### src/rtl/clause_bin_ctrl.sv
// Clause-bin sequencer: loads one bin of clause rows from a stream (clearing unused rows)
// and reads a bin back out onto an update stream, skipping empty rows.
module clause_bin_ctrl #(
  parameter int NUM_VARS    = 8,
  parameter int NUM_CLAUSES = 8,
  parameter int WIDTH_C_LEN = 4,
  parameter int WIDTH_CIDX  = 3
) (
  input  logic                             clk,
  input  logic                             rst,
  input  logic                             start_load_i,
  input  logic                             start_update_i,
  output logic                             busy_o,
  output logic                             done_o,
  input  logic [WIDTH_CIDX:0]              ld_cnt_i,
  input  logic                             ld_valid_i,
  output logic                             ld_ready_o,
  input  logic [NUM_VARS*2-1:0]            ld_clause_i,
  input  logic [WIDTH_C_LEN-1:0]           ld_len_i,
  output logic [NUM_CLAUSES-1:0]           wr_o,
  output logic [NUM_CLAUSES-1:0]           rd_o,
  output logic [NUM_VARS*2-1:0]            clause_o,
  output logic [WIDTH_C_LEN-1:0]           clause_len_o,
  input  logic [NUM_VARS*2-1:0]            clause_i,
  input  logic [WIDTH_C_LEN*NUM_CLAUSES-1:0] clause_len_i,
  output logic                             up_valid_o,
  input  logic                             up_ready_i,
  output logic [NUM_VARS*2-1:0]            up_clause_o,
  output logic [WIDTH_C_LEN-1:0]           up_len_o,
  output logic [WIDTH_CIDX-1:0]            up_idx_o
);

  localparam int CNT_W = WIDTH_CIDX + 1;
  localparam logic [CNT_W-1:0] ROWS = CNT_W'(NUM_CLAUSES);
  localparam logic [CNT_W-1:0] LAST = CNT_W'(NUM_CLAUSES - 1);
  localparam logic [CNT_W-1:0] ONE  = CNT_W'(1);

  typedef enum logic [2:0] {
    S_IDLE,
    S_LOAD,
    S_CLEAR,
    S_RD,
    S_OUT,
    S_DONE
  } state_t;

  state_t                   state_q, state_d;
  logic [CNT_W-1:0]         idx_q, idx_d;
  logic [CNT_W-1:0]         cnt_q, cnt_d;
  logic [NUM_CLAUSES-1:0]   wr_q, wr_d;
  logic [NUM_VARS*2-1:0]    clause_q, clause_d;
  logic [WIDTH_C_LEN-1:0]   clause_len_q, clause_len_d;
  logic [NUM_VARS*2-1:0]    up_clause_q, up_clause_d;
  logic [WIDTH_C_LEN-1:0]   up_len_q, up_len_d;
  logic [NUM_CLAUSES-1:0]   row_onehot;
  logic [WIDTH_C_LEN-1:0]   row_len;

  assign row_onehot = NUM_CLAUSES'(1) << idx_q[WIDTH_CIDX-1:0];
  assign row_len    = clause_len_i[idx_q[WIDTH_CIDX-1:0]*WIDTH_C_LEN +: WIDTH_C_LEN];

  // idx runs one past the last row in LOAD/CLEAR so the final write is visible before moving on
  always_comb begin
    state_d      = state_q;
    idx_d        = idx_q;
    cnt_d        = cnt_q;
    wr_d         = '0;
    clause_d     = clause_q;
    clause_len_d = clause_len_q;
    up_clause_d  = up_clause_q;
    up_len_d     = up_len_q;
    case (state_q)
      S_IDLE: begin
        if (start_load_i) begin
          state_d = S_LOAD;
          idx_d   = '0;
          cnt_d   = (ld_cnt_i > ROWS) ? ROWS : ld_cnt_i;
        end else if (start_update_i) begin
          state_d = S_RD;
          idx_d   = '0;
        end
      end
      S_LOAD: begin
        if (idx_q == cnt_q) begin
          state_d = S_CLEAR;
        end else if (ld_valid_i) begin
          wr_d         = row_onehot;
          clause_d     = ld_clause_i;
          clause_len_d = ld_len_i;
          idx_d        = idx_q + ONE;
        end
      end
      S_CLEAR: begin
        if (idx_q == ROWS) begin
          state_d = S_DONE;
        end else begin
          wr_d         = row_onehot;
          clause_d     = '0;
          clause_len_d = '0;
          idx_d        = idx_q + ONE;
        end
      end
      S_RD: begin
        up_clause_d = clause_i;
        up_len_d    = row_len;
        if (clause_i != '0) begin
          state_d = S_OUT;
        end else if (idx_q == LAST) begin
          state_d = S_DONE;
        end else begin
          idx_d = idx_q + ONE;
        end
      end
      S_OUT: begin
        if (up_ready_i) begin
          if (idx_q == LAST) begin
            state_d = S_DONE;
          end else begin
            state_d = S_RD;
            idx_d   = idx_q + ONE;
          end
        end
      end
      S_DONE: begin
        state_d = S_IDLE;
        idx_d   = '0;
      end
      default: begin
        state_d = S_IDLE;
        idx_d   = '0;
      end
    endcase
  end

  always_ff @(posedge clk or posedge rst) begin
    if (rst) begin
      state_q      <= S_IDLE;
      idx_q        <= '0;
      cnt_q        <= '0;
      wr_q         <= '0;
      clause_q     <= '0;
      clause_len_q <= '0;
      up_clause_q  <= '0;
      up_len_q     <= '0;
    end else begin
      state_q      <= state_d;
      idx_q        <= idx_d;
      cnt_q        <= cnt_d;
      wr_q         <= wr_d;
      clause_q     <= clause_d;
      clause_len_q <= clause_len_d;
      up_clause_q  <= up_clause_d;
      up_len_q     <= up_len_d;
    end
  end

  assign busy_o       = (state_q != S_IDLE);
  assign done_o       = (state_q == S_DONE);
  assign ld_ready_o   = (state_q == S_LOAD) && (idx_q < cnt_q);
  assign wr_o         = wr_q;
  assign clause_o     = clause_q;
  assign clause_len_o = clause_len_q;
  assign rd_o         = (state_q == S_RD) ? row_onehot : '0;
  assign up_valid_o   = (state_q == S_OUT);
  assign up_clause_o  = up_clause_q;
  assign up_len_o     = up_len_q;
  assign up_idx_o     = idx_q[WIDTH_CIDX-1:0];

endmodule

### config.mk
export PLATFORM = sky130hd
export DESIGN_NAME = clause_bin_ctrl
export DESIGN_NICKNAME = d
export VERILOG_FILES = /design/src/rtl/clause_bin_ctrl.sv
export SDC_FILE = /design/constraint.sdc
export NUM_CORES = 1
export LEC_CHECK = 0
export ABC_AREA = 1
export CAP_MARGIN = 25
export CORE_MARGIN = 2
export CORE_UTILIZATION = 38
export CTS_CLUSTER_SIZE = 8
export DETAILED_ROUTE_END_ITERATION = 8
export PLACE_DENSITY = 0.77
export REMOVE_ABC_BUFFERS = 1
export SLEW_MARGIN = 25
export SYNTH_ARGS = -nofsm -noshare
export SYNTH_HDL_FRONTEND = slang
export SYNTH_SLANG_ARGS = --single-unit
### constraint.sdc
create_clock -name clk -period 1.8 [get_ports clk]
set_input_delay 0.27 -clock clk [delete_from_list [all_inputs] [get_ports clk]]
set_output_delay 0.27 -clock clk [all_outputs]
set_load 0.05 [all_outputs]
Word level (Yosys, flattened, before mapping)
Index checks and enable logic that the tools add are counted.

cells by class
  $add $sub $neg = 1
  $mul = 0
  div/mod/pow operators = 0
  $lt $le $gt $ge = 2
  eq/ne operators = 17
  shift operators = 2
  muxes and demuxes = 32
  bitwise gates (word level) = 0
  reductions and logical operators = 9

operators with widths
  cell                   number
  $mux W16               3
  $mux W4                12
  $mux W8                4
  $pmux W16 S2           1
  $shiftx A32 B6 Y4      1
  $mux W3                8
  $pmux W4 S5            1
  $pmux W8 S2            1
  $reduce_bool A16 Y1    1
  $pmux W3 S5            1
  $ne A2 B2 Y1 const B   6
  $pmux W4 S2            1
  $shl A1 B3 Y8 const A  1
  $eq A3 B2 Y1 const B   2
  $eq A3 B3 Y1 const B   2
  $ne A3 B3 Y1 const B   2
  $reduce_and A6 Y1      1
  $reduce_and A5 Y1      1
  $add A4 B1 Y4 const B  1
  $eq A4 B3 Y1 const B   1
  $eq A4 B4 Y1           1
  $eq A4 B4 Y1 const B   1
  $gt A4 B4 Y1 const B   1
  $lt A4 B4 Y1           1
  other kinds (8)        8

word-level totals
  bits in registers = 59
  bits in latches = 0
  RAM bits = 0
  ROM bits = 0
  output and inout port bits = 63
  word-level logic and storage cells = 71
  memories kept = 0

Longest topological paths before layout
Gate-level depths: netlist of run 1.

  word-level depth = 4
  mapped depth = 13
  depth with buffers taken out = 11

Least setup slack after synthesis of run 1
No wires, ideal clock.

  kind = register -> output
  start point = register idx_q[0]
  end point = output port ld_ready_o
  data arrival time = 1.929 ns
  slack = -0.399 ns
  cell stages (with the launch flop) = 9
  cells stage by stage = dfrtp_1 buf_2 inv_1 buf_2 ha_1 inv_1 a21oi_1 o21ai_0 nor2_1

on the way
  word-level cells in the longest chain between the ends = 2

RTL lines
  item                    RTL line  source
  from (decl)             48        logic [CNT_W-1:0] idx_q, idx_d;
  from (signal assigned)  146       idx_q <= idx_d;
  $lt A4 B4 Y1            158       assign ld_ready_o = (state_q == S_LOAD) && (idx_q < cnt_q);
  $logic_and A1 B1 Y1     158
  to (decl)               17        output logic ld_ready_o,

No other way between the ends.

Worst setup path after layout of run 1
Same ends and word-level chain as after synthesis.

==> summary.md, run 1 <==
| Metric | Value |
|---|---|
| WS Path Type | `reg -> out` |
| Port Buf Inserts | `140` |
| Final worst slack | `-0.1011 ns` |
| Highest Clock Rate | `526.0 MHz` |
| Avg WL per Cell | `14.80 microns` |
| Hold Path Class | `in -> async` |
| Vias per inst | `4.928` |
| Final worst path period share | `1.056` |
| Pin count of the biggest net entering global routing | `60` |
| Leak | `0.002827 uW` |
| Die area | `8939 sq um` |
| CP endpoint kind | `output port` |
| CTS Buffer Depth | `2` |
| Unrepaired setup endpoints after global routing | `true` |
| Vias | `3331` |
| Detail Placement HPWL | `6.783 mm` |
| Worst r2r path cells | `11` |
| Setup crit start kind | `flop` |
| Top FF cell, synth | `dfrtp_1` |
| Post-Route Utilization | `0.6676` |
| Most frequent cell after synthesis | `nand2_1` |
| Max transition margin | `0.6318` |
| Synth async-reset ratio | `1.000` |
| Syn avg cell area | `7.674 sq um` |
| Failing checks | `setup timing` |
| First-pass GRT wire length | `14.79 mm` |
| Core box area | `8093 sq um` |
| Worst-Margin Slew | `0.5514 ns` |
| VDD IR max | `807.1 uV` |
| # diodes | `0` |
| First-pass detailed-route iteration total | `4` |
| CTS clk-pin slew, worst paths | `0.07 ns` |
| Clk_lat worst skew | `0.34 ns` |
| GR Util All Layers | `0.2132` |
| Syn-to-layout area delta | `73.41%` |
| FF-to-FF setup slack | `0.10 ns` |
| Core Rows | `33` |
| Final Critical Period | `1.901 ns` |
| Initial antenna violation count | `0` |
| Final hold violations | `0` |
| Max Slew Vio Count | `0` |
| Total CTS buffers | `9` |
| Distinct cells, synth | `23` |
| Fill count | `639` |
| Max-cap viol count | `0` |
| Placed inst area | `4772 sq um` |
| Clock Skew | `0.008266 ns` |
| DRC viols | `0` |
| Post-synth EDFFs | `0` |
| Worst R2R Start | `idx_q[0]` |
| Ports | `141` |
| Ys Warns | `0` |
| H-tree depth | `3` |
| Worst path arrival time | `1.63 ns` |
| Routed Antenna Nets | `0` |
| Total Nets Final | `654` |
| Die outline height | `94.55 microns` |
| Setup-failing EPs final | `5` |
| Setup_tns | `-0.2106 ns` |
| Top cell type by total area after synthesis | `dfrtp_1` |
| Cts hold-fix bufs | `0` |
| Commonest cells post-synth | `nand2_1, nor2_1, dfrtp_1, nand3_1, o21ai_0` |
| Pwr/cell area | `1825 nW/um^2` |
| Remaining Overflow, GRT | `0` |
| WL final | `10.00 mm` |
| Status | `finished, violations left` |
| Worst-path maximum fanout | `4` |
| Top cells by area, synth | `dfrtp_1, nand2_1, nor2_1` |
| Cell count after synthesis | `406` |
| Starting density of the core | `0.3850` |
| Vias in the first global route | `3165` |
| Mapped Area | `3115 sq um` |
| Root buf cell | `clkbuf_8` |
| Reg-to-Reg End | `state_q[0]` |
| Sink Count | `59` |
| CTS tree | `done` |
| First DRT Iteration DRCs | `121` |
| Top cell type's share of synthesized area | `0.4739` |
| Fin area | `5403 sq um` |
| Flops & latches, synth | `59` |
| Layout cells sized above 1 | `0.2224` |
| RePlAce Congestion | `0.8707` |
| Worst EP required | `1.53 ns` |
| Die width | `94.55 microns` |
| Sequential fraction of the synthesis area | `0.4739` |
worst max-delay path by stage:
stage / from / endpoint / slack [ns] / cells past startpoint
4_1_cts: idx_q[1] / ld_ready_o / -0.08 / 5
3_3_place_gp: clause_i[0] / state_q[1] / -0.0006 / 9
5_1_grt: idx_q[0] / ld_ready_o / -0.14 / 7
2_1_floorplan: idx_q[0] / clause_len_o[0] / -0.88 / 10
6_report: idx_q[0] / ld_ready_o / -0.10 / 7
3_5_place_dp: clause_i[0] / state_q[0] / -0.04 / 9
critical path, cell delays in order, from the launching register on:
cell     delay [ns]
dfrtp_1        0.42
inv_2          0.14
ha_4           0.15
inv_2          0.03
a21oi_2        0.13
o21ai_2        0.08
nor2_2         0.17
buf_12         0.16
layout make-up:
class	count	area, sq um	share of cell area
Timing Repair Buffer	169	1858	0.3439
Multi-Input combinational cell	301	1607	0.2974
Sequential cell	59	1479	0.2737
Tap cell	105	131.4	0.02432
Clock buffer	10	127.6	0.02362
Inverter	26	110.1	0.02038
Clock inverter	6	90.09	0.01667
report_power, final:
group / switching, uW / internal, uW
registers: 322 / 1890
logic: 4060 / 2240
clock network: 566 / 782
total: 4950 / 4910
state kept, by name, indices dropped and copies added, names as in the netlist:
signal,count
clause_len_o,4
clause_o,16
cnt_q,4
idx_q,4
state_q,3
up_clause_o,16
up_len_o,4
wr_o,8
cell usage in the layout, fill, tap and decap left out, types with 7 or more instances in the layout:
| master | Yosys | layout |
|---|---|---|
| nand2_2 | 8 | 10 |
| ha_4 | 0 | 7 |
| nand3_1 | 32 | 32 |
| buf_4 | 6 | 29 |
| buf_12 | 0 | 17 |
| dlymetal6s2s_1 | 0 | 28 |
| clkbuf_8 | 0 | 9 |
| dfrtp_1 | 59 | 57 |
| nand2_1 | 132 | 126 |
| inv_1 | 20 | 12 |
| nor2_2 | 9 | 9 |
| o21ai_0 | 23 | 22 |
| nor2_1 | 66 | 57 |
| nor2_4 | 1 | 10 |
| clkdlybuf4s50_1 | 0 | 86 |
| inv_2 | 6 | 11 |
| o211ai_1 | 8 | 8 |
stage by stage:
| step | hold slack (ns) | cells | worst slack (ns) | power (uW) |
|---|---|---|---|---|
| 6_report | 0.3313 | 676 | -0.1011 | 9861 |
| 5_1_grt | 0.3477 | 676 | -0.1431 | 10440 |
| 4_1_cts | 0.3351 | 670 | -0.08371 | 9494 |
| 3_5_place_dp | 0.4571 | 646 | -0.03750 | 7943 |
| 3_3_place_gp | 0.4529 | 646 | -0.0006483 | 7823 |
| 2_1_floorplan | 0.3879 | 386 | -0.8830 | 5780 |
what timing repair did:
item,in CTS,in global routing
resized for setup,35,63
setup buffers,8,6
pin swaps,11,12
gates cloned,0,0
setup endpoints to repair,14,64
routing by layer:
layer,part of all wire,vias to the layer above,routed length [microns],GRT usage
li1,-,1607,-,-
met4,0.026,0,261,0.07367
met5,0,-,0,0
met2,0.50,127,5028,0.3714
met1,0.41,1574,4073,0.2598
met3,0.064,23,639,0.04868
kinds of logic after synthesis:
group	synth area share
buf+inv	0.07510
compound gates	0.07269
fa+ha+maj	0.04016
simple gates	0.3353
xor+xnor	0.002812
flops	0.4739
(Power assumes the default switching activity.)
==> run 2, diff against run 1 <==
--- a/config.mk
+++ b/config.mk
@@ -7,7 +7,7 @@
 export LEC_CHECK = 0
 export ABC_AREA = 1
 export CAP_MARGIN = 25
-export CORE_MARGIN = 2
+export CORE_MARGIN = 5
 export CORE_UTILIZATION = 38
 export CTS_CLUSTER_SIZE = 8
 export DETAILED_ROUTE_END_ITERATION = 8
==> run 2 against run 1 <==
Compared with the run above: the flow still finishes with violations (setup timing); design area up 1.4%; sequential power about the same; register-to-register slack worse by 0.09 ns; clock-buffer cell count up 2; highest routed layer unchanged.
==> summary.md, run 2 (same netlist as run 1, synthesis figures left out) <==
| Metric | Value |
|---|---|
| CTS Buffer Depth | `2 (unchanged)` |
| First-pass GRT wire length | `15.75 mm (+6.5%)` |
| Unrepaired setup endpoints after global routing | `true` |
| WS Path Type | `reg -> out` |
| Most common cell after layout, fill and taps aside | `nand2_1` |
| RePlAce Congestion | `0.8609 (-1.1%)` |
| Most frequent cells in the layout | `nand2_1, clkdlybuf4s50_1, dfrtp_1, nor2_1, buf_4` |
| Crit-path slowest cell | `dfrtp_1` |
| H-tree depth | `3 (unchanged)` |
| Highest Clock Rate | `544.8 MHz (+3.6%)` |
| Crit path from | `idx_q[0]` |
| CP endpoint kind | `output port` |
| Port Buf Inserts | `140 (unchanged)` |
| Total CTS buffers | `9 (unchanged)` |
| Final Non-Filler Cells | `684 (+1.2%)` |
| Placed insts | `647 (+0.15%)` |
| Final Power | `9877 uW (+0.16%)` |
| Total Nets Final | `662 (+1.2%)` |
| Vias per inst | `4.804 (-2.5%)` |
| Worst-path maximum fanout | `4 (unchanged)` |
| First DRT Iteration DRCs | `104 (-14%)` |
| Cts hold-fix bufs | `0 (unchanged)` |
| DRC viols | `0 (unchanged)` |
| Metal-1 WL | `4.337 mm (+6.5%)` |
| WP buf/inv | `3 (unchanged)` |
| Setup-failing EPs final | `2 (-3)` |
| Starting density of the core | `0.3850 (unchanged)` |
| Layout cells sized above 1 | `0.2418 (+0.01938)` |
| Clock Skew | `0.006386 ns (-0.001880 ns)` |
| Final worst slack | `-0.03568 ns (+0.06537 ns)` |
| Worst EP required | `1.53 ns (about the same)` |
| # diodes | `0 (unchanged)` |
| VDD IR max | `797.6 uV (-1.2%)` |
| Vias | `3286 (-1.4%)` |
| Sink Count | `59 (unchanged)` |
| FF-to-FF setup slack | `0.01 ns (-0.09 ns)` |
| WL final | `10.25 mm (+2.5%)` |
| Hold Path Class | `in -> async` |
| Worst R2R Start | `idx_q[1]` |
| CTS clk-pin slew, worst paths | `0.07 ns (about the same)` |
| Worst slack at placement | `0.04799 ns (+0.08549 ns)` |
| Initial antenna violation count | `0 (unchanged)` |
| Failing checks | `setup timing` |
| Final worst path period share | `1.020 (-0.03632)` |
| Final hold violations | `0 (unchanged)` |
| Pin count of the biggest net entering global routing | `34 (-43%)` |
| CP Depth | `7 (unchanged)` |
| Avg WL per Cell | `14.98 microns (+1.3%)` |
| CP delay by family, top | `flip-flops` |
| Critical path's largest stage delay | `0.41 ns (about the same)` |
| Worst-Margin Slew | `0.5412 ns (-0.01022 ns)` |
| CTS tree | `done` |
| Clk_lat worst skew | `0.33 ns (about the same)` |
| Met3 WL | `683 microns (+6.9%)` |
| Die width | `100.5 microns (+6.3%)` |
| Worst path arrival time | `1.57 ns (-0.06 ns)` |
| Max transition margin | `0.6386 (+0.006826)` |
| Ports | `141 (unchanged)` |
| Routed Antenna Nets | `0 (unchanged)` |
| Max Slew Vio Count | `0 (unchanged)` |
| Vias in the first global route | `3402 (+7.5%)` |
| Detail Placement HPWL | `7.194 mm (+6.1%)` |
| Root buf cell | `clkbuf_8` |
| CP endpoint | `ld_ready_o` |
| CP dominant cell by count | `inv_2` |
| Core box area | `8093 sq um (unchanged)` |
| First-pass detailed-route iteration total | `6 (+2)` |
| Status | `finished, violations left` |
| Setup_tns | `-0.06019 ns (+0.1504 ns)` |
| Final Critical Period | `1.836 ns (-0.06537 ns)` |
| DR WL met2 | `5.063 mm (+0.70%)` |
| Max-cap viol count | `0 (unchanged)` |
| Core Rows | `33 (unchanged)` |
| Die outline height | `100.5 microns (+6.3%)` |
| Reg-to-Reg End | `idx_q[0]` |
| Leak | `0.002787 uW (-1.4%)` |
| GR Util All Layers | `0.1951 (-0.01813)` |
| Fill count | `644 (+0.78%)` |
| Critical path cell sequence | `inv_2 -> ha_4 -> inv_2 -> a21oi_2 -> o21ai_2 -> nor2_2 -> buf_12` |
| Die area | `10110 sq um (+13%)` |
| Worst r2r path cells | `9 (-2)` |
| Syn-to-layout area delta | `75.90%` |
| Remaining Overflow, GRT | `0 (unchanged)` |
| Pwr/cell area | `1802 nW/um^2 (-1.3%)` |
| Top routing layer in use | `met4` |
| Setup crit start kind | `flop` |
[run 2: power by group]
group          total [uW]  internal (uW)  switching (uW)  leakage, uW
Clock                1250            747             504     0.000108
Combinational        6440           2310            4130      0.00193
Sequential           2190           1890             301     0.000748
[run 2: repair_timing]
action / in CTS / in global routing
pin swaps: 12 / 13
resized for setup: 47 / 54
cloned: 0 / 1
setup endpoints to repair: 10 / 59
setup buffers: 13 / 7
[run 2: layer usage]
| metal | vias to the layer above | global-route usage |
|---|---|---|
| met5 | - | 0 |
| met4 | 0 | 0.06528 |
| met3 | 17 | 0.05536 |
| met2 | 123 | 0.3231 |
| met1 | 1534 | 0.2451 |
| li1 | 1612 | - |
[run 2: through the flow]
| stage | hold WS [ns] | util | cell area (sq um) |
|---|---|---|---|
| finish | 0.2324 | 0.6772 | 5480 |
| CTS | 0.2258 | 0.6459 | 5228 |
| floorplan | 0.3879 | - | 2979 |
| global placement | 0.4550 | 0.5887 | 4765 |
| detailed placement | 0.4599 | 0.5887 | 4765 |
| global route | 0.2470 | 0.6772 | 5480 |
[run 2: layout make-up]
type / instances / area (sq um) / share of cell area
flip-flops and latches: 59 / 1478 / 0.2696
inverters: 26 / 115.1 / 0.02100
repair inverters: 1 / 5.005 / 0.0009132
repair buffers: 176 / 1899 / 0.3466
well taps: 105 / 131.4 / 0.02397
clock buffers: 12 / 165.2 / 0.03014
multi-input cells: 301 / 1639 / 0.2991
clock inverters: 4 / 47.55 / 0.008676
[run 2: worst min-delay path by stage]
| stage | startpoint | end | slack [ns] |
|---|---|---|---|
| 2_1_floorplan | clause_i[0] | up_clause_o[0] | 0.39 |
| 3_3_place_gp | up_clause_o[0] | up_clause_o[0] | 0.46 |
| 3_5_place_dp | up_clause_o[0] | up_clause_o[0] | 0.46 |
| 4_1_cts | rst | up_clause_o[1] | 0.23 |
| 5_1_grt | rst | up_clause_o[1] | 0.25 |
| 6_report | rst | up_clause_o[1] | 0.23 |
